## src/rtl/xmult_pkg.sv

```systemverilog
// Shared types and defaults for the iterative shift-add multiplier.
// Holds the FSM state encoding and the default operand/counter widths.
// Imported by xmult_core and xmult_shift_add.
package xmult_pkg;

  localparam int DATA_WIDTH_DEF = 32;
  // Must satisfy 2**CNT_WIDTH_DEF > DATA_WIDTH_DEF.
  localparam int CNT_WIDTH_DEF  = 6;

  typedef enum logic [1:0] {
    S_IDLE = 2'd0,
    S_RUN  = 2'd1,
    S_FIN  = 2'd2,
    S_DONE = 2'd3
  } state_t;

endpackage

```

## src/rtl/xmult_shift_add.sv

```systemverilog
// One combinational shift-add step of an unsigned multiplier.
// Latency: purely combinational, no state.
// Backpressure: none; the caller decides when to register the result.
module xmult_shift_add
  import xmult_pkg::*;
#(
  parameter int DATA_WIDTH = DATA_WIDTH_DEF
) (
  input  logic [2*DATA_WIDTH-1:0] acc,
  input  logic [DATA_WIDTH-1:0]   mcand,
  input  logic                    mplier_lsb,
  output logic [2*DATA_WIDTH-1:0] acc_next
);

  localparam int W = DATA_WIDTH;

  // Upper-half add is W+1 bits wide; its carry lands in the MSB of acc_next
  // after the right shift, so {carry, acc} shifted is a single vector here.
  logic [W:0] sum;

  // Conditional add of the multiplicand followed by a one-bit right shift.
  always_comb begin
    sum      = {1'b0, acc[2*W-1:W]} + (mplier_lsb ? {1'b0, mcand} : {(W+1){1'b0}});
    acc_next = (2*W)'({sum, acc[W-1:0]} >> 1);
  end

endmodule

```

## src/rtl/xmult_core.sv

```systemverilog
// Iterative DATA_WIDTH x DATA_WIDTH multiplier, signed or unsigned operands.
// Latency: start sampled at edge 0 -> result and done valid after edge DATA_WIDTH+1.
// Backpressure: none beyond busy; start while busy is ignored.
module xmult_core
  import xmult_pkg::*;
#(
  parameter int DATA_WIDTH = DATA_WIDTH_DEF,
  parameter int CNT_WIDTH  = CNT_WIDTH_DEF
) (
  input  logic                  ACLK,
  input  logic                  ARESET,
  input  logic                  start,
  input  logic                  clr,
  input  logic                  signed_mode,
  input  logic [DATA_WIDTH-1:0] op_a,
  input  logic [DATA_WIDTH-1:0] op_b,
  output logic                  busy,
  output logic                  done,
  output logic                  done_pulse,
  output logic [DATA_WIDTH-1:0] result_lo,
  output logic [DATA_WIDTH-1:0] result_hi
);

  localparam int W = DATA_WIDTH;

  state_t               state;
  state_t               state_nxt;
  logic [W-1:0]         mcand;
  logic [W-1:0]         mplier;
  logic [2*W-1:0]       acc;
  logic [2*W-1:0]       acc_step;
  logic [2*W-1:0]       prod_fixed;
  logic                 neg;
  logic [CNT_WIDTH-1:0] cnt;
  logic                 last_iter;

  // Magnitude in W bits; the most-negative value maps to itself, which is
  // correct when read back as unsigned.
  function automatic logic [W-1:0] magnitude(input logic [W-1:0] v, input logic sm);
    return (sm && v[W-1]) ? (~v + 1'b1) : v;
  endfunction

  xmult_shift_add #(.DATA_WIDTH(W)) u_step (
    .acc        (acc),
    .mcand      (mcand),
    .mplier_lsb (mplier[0]),
    .acc_next   (acc_step)
  );

  // Signals derived from the current state and counter.
  always_comb begin
    last_iter  = (cnt == CNT_WIDTH'(W - 1));
    prod_fixed = neg ? (~acc + 1'b1) : acc;
  end

  // State register.
  always_ff @(posedge ACLK) begin
    if (ARESET) begin
      state <= S_IDLE;
    end else begin
      state <= state_nxt;
    end
  end

  // Next-state logic; start takes priority over clr when both are present.
  always_comb begin
    state_nxt = state;
    case (state)
      S_IDLE: if (start) state_nxt = S_RUN;
      S_RUN:  if (last_iter) state_nxt = S_FIN;
      S_FIN:  state_nxt = S_DONE;
      S_DONE: begin
        if (start) begin
          state_nxt = S_RUN;
        end else if (clr) begin
          state_nxt = S_IDLE;
        end
      end
      default: state_nxt = S_IDLE;
    endcase
  end

  // Datapath: operand latching, iteration, sign fix-up and status flags.
  always_ff @(posedge ACLK) begin
    if (ARESET) begin
      mcand      <= '0;
      mplier     <= '0;
      acc        <= '0;
      neg        <= 1'b0;
      cnt        <= '0;
      busy       <= 1'b0;
      done       <= 1'b0;
      done_pulse <= 1'b0;
      result_lo  <= '0;
      result_hi  <= '0;
    end else begin
      done_pulse <= 1'b0;
      case (state)
        S_IDLE, S_DONE: begin
          if (start) begin
            mcand  <= magnitude(op_a, signed_mode);
            mplier <= magnitude(op_b, signed_mode);
            neg    <= signed_mode & (op_a[W-1] ^ op_b[W-1]);
            acc    <= '0;
            cnt    <= '0;
            done   <= 1'b0;
            busy   <= 1'b1;
          end else if (clr && (state == S_DONE)) begin
            done      <= 1'b0;
            result_lo <= '0;
            result_hi <= '0;
          end
        end
        S_RUN: begin
          acc    <= acc_step;
          mplier <= mplier >> 1;
          cnt    <= cnt + 1'b1;
        end
        S_FIN: begin
          result_lo  <= prod_fixed[W-1:0];
          result_hi  <= prod_fixed[2*W-1:W];
          busy       <= 1'b0;
          done       <= 1'b1;
          done_pulse <= 1'b1;
        end
        default: ;
      endcase
    end
  end

endmodule
```

## config.mk

```make
export PLATFORM = sky130hd
export DESIGN_NAME = xmult_core
export DESIGN_NICKNAME = d
export VERILOG_FILES = /design/src/rtl/xmult_pkg.sv /design/src/rtl/xmult_shift_add.sv /design/src/rtl/xmult_core.sv
export SDC_FILE = /design/constraint.sdc
export NUM_CORES = 1
export LEC_CHECK = 0
export BUFFER_PORTS_ARGS = -buffer_cell sky130_fd_sc_hd__buf_4
export CAP_MARGIN = 15
export CORE_UTILIZATION = 39
export DETAILED_ROUTE_END_ITERATION = 16
export HOLD_SLACK_MARGIN = 0.08
export PLACE_DENSITY = 0.64
export SLEW_MARGIN = 15
export SYNTH_ARGS = -nofsm -noshare
export SYNTH_HDL_FRONTEND = slang
export SYNTH_SLANG_ARGS = --single-unit
export TNS_END_PERCENT = 50
```

## constraint.sdc

```tcl
create_clock -name ACLK -period 5.7 [get_ports ACLK]
set_input_delay 1.425 -clock ACLK [delete_from_list [all_inputs] [get_ports ACLK]]
set_output_delay 1.425 -clock ACLK [all_outputs]
set_load 0.01 [all_outputs]
```

---- Yosys cells after proc, flatten, opt, wreduce, memory -nomap -nowiden ----
Cells that the tools add are included.
cells by class
  bitwise logic cells ..................... 5
  reduce and logical (&&, ||, !) cells .... 13
  $add $sub $neg .......................... 5
  muxes and demuxes ....................... 25
  eq/ne operators ......................... 11
operator list
  kind                                                              number
  32-bit two-way mux                                                6
  32-bit case mux with 2 select lines                               3
  64-bit two-way mux                                                2
  64-bit case mux with 2 select lines                               1
  32-bit by 1-bit adder with 32-bit output (second input constant)  2
  64-bit by 1-bit adder with 64-bit output (second input constant)  1
  32-bit NOT                                                        2
  64-bit NOT                                                        1
  32-bit by 33-bit adder with 33-bit output                         1
  6-bit case mux with 2 select lines                                1
  2-bit != test (second input constant)                             5
  2-bit two-way mux                                                 4
  2-bit case mux with 4 select lines                                1
  2-bit AND reduction                                               4
  6-bit by 1-bit adder with 6-bit output (second input constant)    1
  6-bit by 5-bit == test with 1-bit output (second input constant)  1
  6-bit two-way mux                                                 1
  3-bit != test (second input constant)                             2
  3-bit AND reduction                                               2
  2-bit == test (second input constant)                             2
  1-bit two-way mux                                                 4
  1-bit case mux with 2 select lines                                2
  2-bit nonzero test                                                2
  1-bit logical AND                                                 3
  5 further kinds                                                   5
storage, ports and cells
  word-level logic and storage cells ...... 70
  bits in registers ....................... 204
  output and inout bits ................... 67
  bits of input ports ..................... 69

---- Depth between registers and ports, before layout ----
  depth after elaboration ................. 5
  mapped depth ............................ 13
  gate-level depth less buffers ........... 12

---- Cells and area by module ----
Synthesis repeated with hierarchy kept, for this count alone.
second synthesis, totals
  cells, all modules ...................... 1570
  area total of the unflattened synthesis .. 12438.2 um2
by module, submodules not included
  module           times used  cells each  seq. area each (um2)  area an instance (um2)
  xmult_core       1           1219        4083.9                10010.9
  xmult_shift_add  1           351         0.0                   2427.3

---- Least setup slack after synthesis ----
No wires, ideal clock.
  path type ............................... input port to flip-flop
  start point ............................. input port op_a[10]
  end point ............................... register mcand[27]
  buffers on the path ..................... 0
  stages on the path ...................... 7
  data arrival time ....................... 3.617 ns
  data required time ...................... 5.614 ns
  library setup time ...................... 0.086 ns
  path slack .............................. 1.997 ns
  cells stage by stage .................... or4_1 or3_4 or4_1 nor3b_2 a21oi_1 xnor2_1 a211oi_1
between the ends
  cells in the longest elaborated chain, start to end .. 3
ends and longest elaborated chain
  what                                      line               text
  start: declaration                        xmult_core.sv:15   input logic [DATA_WIDTH-1:0] op_a,
  32-bit NOT                                xmult_core.sv:40   return (sm && v[W-1]) ? (~v + 1'b1) : v;
  32-bit by 1-bit adder with 32-bit output  xmult_core.sv:40
  32-bit two-way mux                        xmult_core.sv:40
  end signal: assignment                    xmult_core.sv:101  mcand <= magnitude(op_a, signed_mode);
  end: declaration                          xmult_core.sv:28   logic [W-1:0] mcand;
Every way passes these cells.
A chain may end at the register's enable or synchronous reset.

---- Worst setup path after layout ----
  start point ............................. register mplier[0]
  end point ............................... register acc[59]
between the ends
  cells in the longest elaborated chain, start to end .. 3
ends and longest elaborated chain
  what                                       line                   text
  start: declaration                         xmult_core.sv:29       logic [W-1:0] mplier;
  start signal: assignment                   xmult_core.sv:102      mplier <= magnitude(op_b, signed_mode);
  start signal: assignment                   xmult_core.sv:116      mplier <= mplier >> 1;
  32-bit two-way mux                         xmult_shift_add.sv:23  sum = {1'b0, acc[2*W-1:W]} + (mplier_lsb ? {1'b0, mcand} : {(W+1){1'b0}});
  32-bit by 33-bit adder with 33-bit output  xmult_shift_add.sv:23
  64-bit case mux with 2 select lines        xmult_core.sv:98       case (state)
  end signal: assignment                     xmult_core.sv:115      acc <= acc_step;
  end: declaration                           xmult_core.sv:30       logic [2*W-1:0] acc;
Every way passes these cells.

==> out/qor.txt <==
Yosys warning count: 0
CP max stage cell: dfxtp_1
IO Port Bufs: 135
Grt total ovfl: 0
Clk root buf: clkbuf_16
Synth cell types: 64
Placement Setup Slack: 1720 ps
Design Area, Final: 13600 µm²
Fmax: 0.273 GHz
GPL Wtd Cong: 0.871
Largest family of logic cells by synthesized area: compound AO/OA/AOI/OAI gates
Worst-Skew Late Latency: 520 ps
Crit Path Max Fanout: 34
Crit. End Element: flip-flop
Total Routing Usage GR: 19.4%
Share of cells above drive strength 1: 13.8%
Post-Layout Cell Count: 1923
Total CTS buffers: 24
Post-Route WL: 29900 µm
# hold bufs at CTS: 0
Mux contribution to synthesized area: 0.0870%
Number of flops mapped to enable cells by yosys: 0
DIE AREA: 30200 µm²
Vias in the first global route: 9602
Synth Register Bits: 204
Drt wl/cell: 15.5 µm
WP data required: 6160 ps
Crit-path cells: and2_1 -> ha_1 -> inv_1 -> fa_1 -> nand2b_1 -> a21oi_1 -> o31ai_1 -> o21ai_0 -> nor2b_1 -> a31oi_1 -> or4_1 -> nand3_1
Post-synthesis adder-cell area fraction: 4.63%
First-pass DRT Iterations: 7
Syn Area/Cell: 8.03 µm²
Maximum clock path buffer count: 3
Slew at the pin closest to its max-slew limit: 932 ps
Period Utilization, post-route: 64.3%
Rows: 62
Post-synthesis compound-gate area fraction: 23.1%
Worst EP arrival: 4120 ps
Area delta synth->final: 18.7%
Crit path time final: 3660 ps
Final hold viol count: 0
Final Skew: 26.4 ps
Final HPWL DP: 21900 µm
Fin worst setup slack: 2040 ps
Clock sink count: 204
Crit path kind: reg2reg
Netlist Area Pre-Place: 11500 µm²
Post-CTS Setup Bufs: 0
DRT iter0 DRCs: 848
Max-slew violations: 0
Core Footprint: 28900 µm²
Placed cell count: 1878
Die width: 174 µm
FFs w/ async S/R, synth: 0%
Power Density: 338 nW/µm²
Setup Viol. Count Final: 0
Status: completed
CTS clock-pin slew for the worst setup and hold paths: 60 ps
Critical path launch point type: flip-flop
Synth Area in Simple Gates: 21.9%
Global-route wire length before repair: 49500 µm
Commonest non-fill, non-tap cell in the layout: dfxtp_1
Sequential area share after synthesis: 35.5%
H-tree levels: 1
Synth Area in XOR/XNOR: 11.2%
Synth Net Count: 1543
Initial antenna violation count: 0
Pleak: 5.56 nW
CTS resizes: 0
Final antenna diode count: 0
Max-cap check violation count: 0
Biggest cell delay along the critical path: 830 ps
Relative slew slack: 37.1%
Die height: 174 µm
Via density: 5.44
Worst vdd rail ir drop: 0.000243 V
Final nets: 1632
Most used flip-flop cell after synthesis: dfxtp_1
DRC: 0
DRT antenna net count: 0
Area after DPL: 12800 µm²
IO Pins: 136
Gate Count Post-Synth: 1432
RSZ-0062 raised after global routing: no
Sum of negative setup slack: 0 ps
Largest net degree at the start of global routing: 69
Via Count: 10.5k
Most frequent cells in the layout: dfxtp_1, nor2_1, nand2_1
Worst min path class: reg2reg
TritonCTS clock tree: done
Starting Density: 39.8%
-- sequential cells by signal (all words and copies together), names as in the netlist --
name        flops
done            1
neg             1
cnt             6
state           2
result_lo      32
acc            64
result_hi      32
mcand          32
busy            1
mplier         32
done_pulse      1
-- worst max-delay path: cells and delay by family, from the launching register on --
| kind | cells | cell delay [ps] |
|---|---|---|
| AO/OA/AOI/OAI | 4 | 980 |
| buffers and inverters | 1 | 50 |
| AND/OR/NAND/NOR | 5 | 1200 |
| flip-flops | 1 | 830 |
| adder cells (fa/ha/maj) | 2 | 530 |
-- synthesized netlist by cell type, drive strengths merged (6+ instances only) --
library cell	instances	area share, %
dfxtp	204	36
nor2	171	5.6
nand2	158	5.2
o21ai	130	5.7
xor2	98	7.5
clkbuf	80	2.6
a21oi	73	3.2
a22oi	53	3.5
xnor2	49	3.7
ha	41	4.5
and2	38	2.1
or3	32	1.9
a211oi	28	1.8
a222oi	26	2.3
nor3	26	1.1
inv	24	0.78
o31ai	22	1.5
nand3	19	0.83
o41ai	15	1.3
or4	15	1.0
nand4	14	0.76
nor4	13	0.76
nor2b	9	0.49
a31oi	8	0.44
nand2b	8	0.44
a21o	7	0.46
a22o	7	0.53
a311oi	6	0.46
nand3b	6	0.39
o21bai	6	0.39
or2	6	0.35
-- area by class of cell --
type	instances	area [µm²]
clock inverters	7	75.1
multi-input cells	1121	7050
fillers	2946	15200
well taps	384	480
inverters	24	90.1
clock buffers	37	759
repair buffers	146	1110
flip-flops and latches	204	4090
-- path summary, 6_finish.rpt --
| path | from | end | slack, ps | cells after the start |
|---|---|---|---|---|
| worst max register to register | mplier[0] | acc[59] | 2040 | 12 |
| worst max-delay path | mplier[0] | acc[59] | 2040 | 12 |
| worst min-delay path | result_hi[29] | result_hi[29] | 450 | 2 |
| worst min register to register | result_hi[29] | result_hi[29] | 450 | 2 |
-- where the power goes --
group | internal (mW) | switching, mW | leakage (nW) | total, mW
registers | 1.61 | 0.134 | 1.66 | 1.74
logic | 0.450 | 0.858 | 3.49 | 1.31
clock network | 0.962 | 0.600 | 0.418 | 1.56
-- metrics by stage --
| step | hold slack, ps | total power, mW | utilization (%) |
|---|---|---|---|
| 5_1_grt | 468 | 4.88 | 47.3 |
| 3_3_place_gp | 438 | 3.04 | 44.3 |
| 4_1_cts | 457 | 4.64 | 47.2 |
| 3_5_place_dp | 444 | 3.06 | 44.3 |
| 2_1_floorplan | 432 | 2.69 | - |
| 6_report | 452 | 4.61 | 47.3 |
-- per-layer routing --
metal / global-route usage [%] / up-vias / wire length [µm]
li1: - / 5355 / -
met1: 30.0 / 4800 / 15600
met2: 28.4 / 278 / 12100
met3: 2.72 / 35 / 1660
met4: 3.65 / 0 / 473
met5: 0 / - / 0
-- kinds of logic (layout without fill, tap and decap cells) --
logic type / count (synthesis) / in the layout
simple gates: 527 / 527
compound gates: 404 / 404
flops: 204 / 204
xor+xnor: 147 / 147
buf+inv: 107 / 214
fa+ha+maj: 42 / 42
mux: 1 / 1
(Power assumes the default switching activity.)
